**src/rtl/qws_pkg.sv**
```systemverilog
// Shared types, constants and fold/reconstruct helpers for quarter_wave_sequencer.
// SIGNED_OUT_EN selects two's-complement output instead of offset binary.
package qws_pkg;

    typedef enum logic [1:0] {
        IDLE  = 2'd0,
        RUN   = 2'd1,
        DRAIN = 2'd2
    } state_e;

    localparam int ROM_AW       = 7;
    localparam int ROM_DW       = 9;
    localparam int SAMPLE_W     = 10;
    localparam logic [SAMPLE_W-1:0] MIDSCALE = 10'd512;
    localparam int DRAIN_CYCLES = 2;

`ifdef SIGNED_OUT_EN
    localparam logic [SAMPLE_W-1:0] SAMPLE_RST = 10'd0;
`else
    localparam logic [SAMPLE_W-1:0] SAMPLE_RST = MIDSCALE;
`endif

    // Odd quadrants walk the quarter table backwards.
    function automatic logic [ROM_AW-1:0] fold_addr(input logic mirror, input logic [ROM_AW-1:0] idx);
        if (mirror) begin
            fold_addr = 7'd127 - idx;
        end else begin
            fold_addr = idx;
        end
    endfunction

    function automatic logic [SAMPLE_W-1:0] recon(input logic neg, input logic [ROM_DW-1:0] d);
`ifdef SIGNED_OUT_EN
        if (neg) begin
            recon = ~{1'b0, d};
        end else begin
            recon = {1'b0, d};
        end
`else
        if (neg) begin
            recon = 10'd511 - {1'b0, d};
        end else begin
            recon = MIDSCALE + {1'b0, d};
        end
`endif
    endfunction

endpackage

```
**src/rtl/qws_tick_div.sv**
```systemverilog
// Sample-tick divider: tick is high in the cycle where the count reaches DIV-1.
module qws_tick_div #(
    parameter int DIV = 4
) (
    input  logic clk,
    input  logic rst,
    input  logic clr,
    input  logic en,
    output logic tick
);
    localparam int CW = (DIV > 1) ? $clog2(DIV) : 1;
    localparam logic [CW-1:0] LAST = CW'(DIV - 1);

    logic [CW-1:0] cnt_q;
    logic [CW-1:0] cnt_d;

    // Next count and tick decode.
    always_comb begin
        cnt_d = cnt_q;
        tick  = en && (cnt_q == LAST);
        if (clr) begin
            cnt_d = '0;
        end else if (tick) begin
            cnt_d = '0;
        end else if (en) begin
            cnt_d = cnt_q + CW'(1);
        end else begin
            cnt_d = cnt_q;
        end
    end

    // Count register.
    always_ff @(posedge clk or posedge rst) begin
        if (rst) begin
            cnt_q <= '0;
        end else begin
            cnt_q <= cnt_d;
        end
    end
endmodule

```
**src/rtl/quarter_wave_sequencer.sv**
```systemverilog
// Rebuilds a 512-point 10-bit sine stream from a 128x9 quarter-wave memory.
// Define SIGNED_OUT_EN for two's-complement samples (default: offset binary).
module quarter_wave_sequencer
    import qws_pkg::*;
#(
    parameter int PHASE_W = 16,
    parameter int DIV     = 4
) (
    input  logic                clk,
    input  logic                rst,
    input  logic                start,
    input  logic                stop,
    input  logic [PHASE_W-1:0]  freq_word,
    output logic [ROM_AW-1:0]   rom_addr,
    input  logic [ROM_DW-1:0]   rom_data,
    output logic [SAMPLE_W-1:0] sample,
    output logic                sample_valid,
    output logic                busy
);
    state_e              state_q, state_d;
    logic [PHASE_W-1:0]  phase_q, phase_d;
    logic [PHASE_W-1:0]  fw_q, fw_d;
    logic                stop_pend_q, stop_pend_d;
    logic [1:0]          drain_cnt_q, drain_cnt_d;
    logic [ROM_AW-1:0]   rom_addr_q, rom_addr_d;
    logic [1:0]          sign_q, sign_d;
    logic [1:0]          vld_q, vld_d;
    logic [SAMPLE_W-1:0] sample_q, sample_d;
    logic                sample_valid_q, sample_valid_d;
    logic                busy_q, busy_d;

    logic                tick_s;
    logic [1:0]          quad_s;
    logic [ROM_AW-1:0]   idx_s;
    logic [PHASE_W-1:0]  sum_s;
    logic                carry_s;

    qws_tick_div #(.DIV(DIV)) u_tick_div (
        .clk  (clk),
        .rst  (rst),
        .clr  (state_q != RUN),
        .en   (state_q == RUN),
        .tick (tick_s)
    );

    // Next-state, accumulator, fold and alignment pipeline.
    always_comb begin
        quad_s           = phase_q[PHASE_W-1 -: 2];
        idx_s            = phase_q[PHASE_W-3 -: ROM_AW];
        {carry_s, sum_s} = {1'b0, phase_q} + {1'b0, fw_q};

        state_d        = state_q;
        phase_d        = phase_q;
        fw_d           = fw_q;
        stop_pend_d    = stop_pend_q;
        drain_cnt_d    = drain_cnt_q;
        rom_addr_d     = rom_addr_q;
        sign_d         = {sign_q[0], 1'b0};
        vld_d          = {vld_q[0], 1'b0};
        sample_valid_d = vld_q[1];
        if (vld_q[1]) begin
            sample_d = recon(sign_q[1], rom_data);
        end else begin
            sample_d = sample_q;
        end

        case (state_q)
            IDLE: begin
                if (start) begin
                    phase_d     = '0;
                    fw_d        = freq_word;
                    stop_pend_d = 1'b0;
                    state_d     = RUN;
                end else begin
                    state_d = IDLE;
                end
            end
            RUN: begin
                if (stop) begin
                    stop_pend_d = 1'b1;
                end else begin
                    stop_pend_d = stop_pend_q;
                end
                if (tick_s) begin
                    rom_addr_d = fold_addr(quad_s[0], idx_s);
                    vld_d[0]   = 1'b1;
                    sign_d[0]  = quad_s[1];
                    // A zero step never wraps, so it must be allowed to stop directly.
                    if (stop_pend_q && (carry_s || (fw_q == '0))) begin
                        phase_d     = '0;
                        stop_pend_d = 1'b0;
                        drain_cnt_d = 2'd0;
                        state_d     = DRAIN;
                    end else begin
                        phase_d = sum_s;
                        if (carry_s) begin
                            fw_d = freq_word;
                        end else begin
                            fw_d = fw_q;
                        end
                    end
                end else begin
                    phase_d = phase_q;
                end
            end
            DRAIN: begin
                if (drain_cnt_q == 2'(DRAIN_CYCLES - 1)) begin
                    state_d = IDLE;
                end else begin
                    drain_cnt_d = drain_cnt_q + 2'd1;
                end
            end
            default: begin
                state_d = IDLE;
            end
        endcase

        busy_d = (state_d != IDLE);
    end

    // State and output registers.
    always_ff @(posedge clk or posedge rst) begin
        if (rst) begin
            state_q        <= IDLE;
            phase_q        <= '0;
            fw_q           <= '0;
            stop_pend_q    <= 1'b0;
            drain_cnt_q    <= 2'd0;
            rom_addr_q     <= 7'd0;
            sign_q         <= 2'b00;
            vld_q          <= 2'b00;
            sample_q       <= SAMPLE_RST;
            sample_valid_q <= 1'b0;
            busy_q         <= 1'b0;
        end else begin
            state_q        <= state_d;
            phase_q        <= phase_d;
            fw_q           <= fw_d;
            stop_pend_q    <= stop_pend_d;
            drain_cnt_q    <= drain_cnt_d;
            rom_addr_q     <= rom_addr_d;
            sign_q         <= sign_d;
            vld_q          <= vld_d;
            sample_q       <= sample_d;
            sample_valid_q <= sample_valid_d;
            busy_q         <= busy_d;
        end
    end

    assign rom_addr     = rom_addr_q;
    assign sample       = sample_q;
    assign sample_valid = sample_valid_q;
    assign busy         = busy_q;
endmodule

```
**config.mk**
```make
export PLATFORM = sky130hd
export DESIGN_NAME = quarter_wave_sequencer
export DESIGN_NICKNAME = d
export VERILOG_FILES = /design/src/rtl/qws_pkg.sv /design/src/rtl/qws_tick_div.sv /design/src/rtl/quarter_wave_sequencer.sv
export SDC_FILE = /design/constraint.sdc
export NUM_CORES = 1
export LEC_CHECK = 0
export CAP_MARGIN = 20
export CORE_AREA = 2 2 109 80
export CTS_BUF_LIST = sky130_fd_sc_hd__clkbuf_4 sky130_fd_sc_hd__clkbuf_8
export DETAILED_ROUTE_END_ITERATION = 12
export DIE_AREA = 0 0 111 82
export GPL_ROUTABILITY_DRIVEN = 0
export PLACE_DENSITY_LB_ADDON = 0.3
export REMOVE_ABC_BUFFERS = 1
export SYNTH_ARGS = -nofsm -noshare
export SYNTH_HDL_FRONTEND = slang
export SYNTH_HIERARCHICAL = 1
export SYNTH_SLANG_ARGS = --single-unit
```
**constraint.sdc**
```tcl
create_clock -name clk -period 2.59 [get_ports clk]
set_input_delay 0.777 -clock clk [delete_from_list [all_inputs] [get_ports clk]]
set_output_delay 0.777 -clock clk [all_outputs]
set_load 0.05 [all_outputs]
```
==> flow_metrics.env <==
export IMPL_rsz0062_at_grt="no"
export IMPL_final_util_pct=54.81
export IMPL_hold_ws_ps=352.2
export IMPL_diodes=0
export IMPL_ant_nets=0
export IMPL_cts_root_buf="clkbuf_8"
export IMPL_drcViolationCount=0
export IMPL_clkLatencyLatePin_ps=340
export IMPL_cts_htree_levels=3
export IMPL_cap_violations=0
export IMPL_viasPerCell=5.192
export IMPL_criticalPathCategory="flop to flop"
export IMPL_synth_area_leaders="dfrtp_1 43%, ha_1 6.4%, xnor2_1 6.0%"
export IMPL_clock_fmax_mhz=399.1
export IMPL_port_buffers=47
export IMPL_synth_area_mux_share_pct=6.463
export IMPL_grt_overflow_total=0
export IMPL_use_met2_pct=25.21
export IMPL_cts_tree="built"
export IMPL_design_core_area_mm2=0.008093
export IMPL_dp_hpwl_um=5727
export IMPL_floorplan_initialDensity_pct=43.54
export IMPL_hold_viol=0
export IMPL_cp_arrival_ps=2740
export IMPL_synth_top_cell_area_share_pct=43.32
export IMPL_peakVddDrop_mv=0.5956
export IMPL_syn2layout_area_growth_pct=25.89
export IMPL_use_met3_pct=6.199
export IMPL_wl_per_cell_um=15.22
export IMPL_clockBufferDepth=2
export IMPL_synth_adder_area_share_pct=6.960
export IMPL_clk_pin_slew_ps=70
export IMPL_yosys_area_top_type="dfrtp_1"
export IMPL_endpoint_kind="flop"
export IMPL_first_pass_iters=4
export IMPL_num_rows=28
export IMPL_outcome="finished, final reports clean"
export IMPL_crit_path_max_fanout=16
export IMPL_fin_nets=443
export IMPL_placed_area_mm2=0.004175
export IMPL_drive_gt1_share_pct=18.50
export IMPL_whs_endpoint="sign_q[1]"
export IMPL_synth_xor_area_share_pct=7.209
export IMPL_grt_pass1_wl_um=12750
export IMPL_cts_made_buffers=9
export IMPL_num_vias=2622
export IMPL_clock_sinks=62
export IMPL_use_met1_pct=26.56
export IMPL_maxSlewHeadroom_pct=59.13
export IMPL_power_density_mw_per_mm2=1508
export IMPL_synth_top_family_by_area="compound AO/OA/AOI/OAI gates"
export IMPL_fin_skew_ps=5.501
export IMPL_worst_slack_ps=84.22
export IMPL_whs_path_depth=0
export IMPL_synthTopCellsByCount="61 x dfrtp_1, 38 x nand2_1, 31 x a21oi_1"
export IMPL_yosysUniqueCellTypes=55
export IMPL_regToRegEndpoint="fw_q[8]"
export IMPL_r2r_cells=10
export IMPL_finalCritPeriodShare_pct=96.75
export IMPL_p_leak_nw=1.954
export IMPL_r2r_start="phase_q[0]"
export IMPL_worst_pin_slew_ps=613.1
export IMPL_slew_viol_final=0
export IMPL_dpl_worst_slack_ps=25.87
export IMPL_syn_inst=333
export IMPL_setup_viol=0
export IMPL_grt_max_degree=38
export IMPL_hold_class="flop to flop"
export IMPL_finalWirelength_um=7687
export IMPL_die_h_um=82
export IMPL_yosysMostFrequentCell="dfrtp_1"
export IMPL_avgSynthCellArea_um2=10.58
export IMPL_netlist_area_mm2=0.003523
export IMPL_synth_edf_count=0
export IMPL_grt_pass1_vias=2526
export IMPL_hp_start="sign_q[0]"
export IMPL_busiest_layer="met1"
export IMPL_drt_iter0_markers=203
export IMPL_antenna_found_initial=0
export IMPL_r2r_slack_ps=80
export IMPL_fin_crit_ps=2506
export IMPL_die_width_um=111
export IMPL_setup_tns_ps=0
export IMPL_boundaryPins=48
export IMPL_synth_seq_cells=62
export IMPL_start_kind="flop"
export IMPL_dieArea_mm2=0.009102
export IMPL_track_usage_pct=18.08
export IMPL_yosysWarningCount=6
export IMPL_ys_flop_type="dfrtp_1"
export IMPL_ys_seq_area_share_pct=44.07
export IMPL_required_ps=2820
export IMPL_synthSimpleGateAreaFrac_pct=11.43
export IMPL_hold_buffers=0
export IMPL_fill_cells=722
export IMPL_synth_compound_area_share_pct=19.67
export IMPL_design_area_mm2=0.004436
export IMPL_async_flop_share_pct=100.0
timing repair:
item	4_1_cts	5_1_grt
pin swaps	0	2
buffers inserted	0	3
setup endpoints to repair	1	26
resized for setup	1	2
cell type report:
| cell class | count | area, µm² | share of cell area, % |
|---|---|---|---|
| inverter | 10 | 37.54 | 0.8463 |
| timing repair buffer | 68 | 653.1 | 14.72 |
| tap | 105 | 131.4 | 2.962 |
| multi-input combinational | 244 | 1833 | 41.33 |
| sequential | 62 | 1553 | 35.01 |
| clock buffer | 13 | 160.2 | 3.611 |
| clock inverter | 3 | 67.56 | 1.523 |
worst max-delay path by stage:
stage,start,to,slack [ps]
global route,fw_q[0],fw_q[0],2
floorplan,fw_q[0],phase_q[14],-100
finish,phase_q[0],fw_q[8],80
CTS,fw_q[0],state_q[1],20
global placement,start,fw_q[3],130
detailed placement,fw_q[0],state_q[1],30
where the power goes:
part	internal, mW	leakage (nW)	switching [mW]
Combinational	1.67	1.08	2.26
Clock	0.601	0.114	0.371
Sequential	1.40	0.761	0.383
per-stage QoR:
step	total power [mW]	std cells
finish	6.688	505
floorplan	4.459	316
CTS	6.679	502
global route	7.190	505
detailed placement	5.661	486
global placement	5.588	486
cells by family after synthesis:
logic type,after synthesis
adders and majority gates,19
xor gates and xnor gates,29
DFF,62
and+or+nand+nor,86
AOI/OAI and AO/OA,93
muxes,17
buffers and inverters,27
per-layer routing:
layer  vias to the layer above  wire length, µm
met5                         -                0
met1                      1238             3962
met4                         0               78
met2                        69             3072
li1                       1306                -
met3                         9              573
state kept, by name, indices dropped and copies added, names as in the netlist:
name,count
busy,1
drain_cnt_q,2
fw_q,16
phase_q,16
rom_addr,7
sample,10
sample_valid,1
sign_q,2
state_q,2
stop_pend_q,1
u_tick_div/cnt_q,2
vld_q,2
worst max-delay path, cell delays in order, from the launching register on:
cell,delay (ps)
dfrtp_1,360
ha_2,200
inv_1,50
fa_1,390
nand2b_1,180
a21o_1,200
a211oi_4,300
buf_4,170
o31ai_4,80
buf_12,170
mux2_4,300
layout by cell type, fill, tap and decap left out, types with 2 or more instances in the layout:
cell | synthesis | layout
a211oi_1 | 2 | 2
a21boi_0 | 3 | 2
a21o_1 | 5 | 5
a21oi_1 | 31 | 31
a221oi_1 | 3 | 3
and3_1 | 2 | 2
buf_12 | 0 | 2
buf_4 | 2 | 19
bufinv_16 | 0 | 2
clkbuf_4 | 0 | 3
clkbuf_8 | 0 | 10
clkdlybuf4s50_1 | 0 | 47
dfrtp_1 | 61 | 61
ha_1 | 18 | 17
inv_1 | 10 | 9
mux2_2 | 6 | 6
mux2_4 | 10 | 10
nand2_1 | 38 | 38
nand2b_1 | 7 | 7
nand3b_1 | 2 | 2
nand4_1 | 4 | 4
nor2_1 | 20 | 20
nor4_1 | 4 | 4
o211ai_1 | 4 | 4
o21ai_0 | 18 | 18
o31ai_1 | 6 | 6
o31ai_2 | 5 | 5
o31ai_4 | 3 | 3
xnor2_1 | 24 | 24
xor2_1 | 5 | 5
Power figures use the tool's default switching activity.
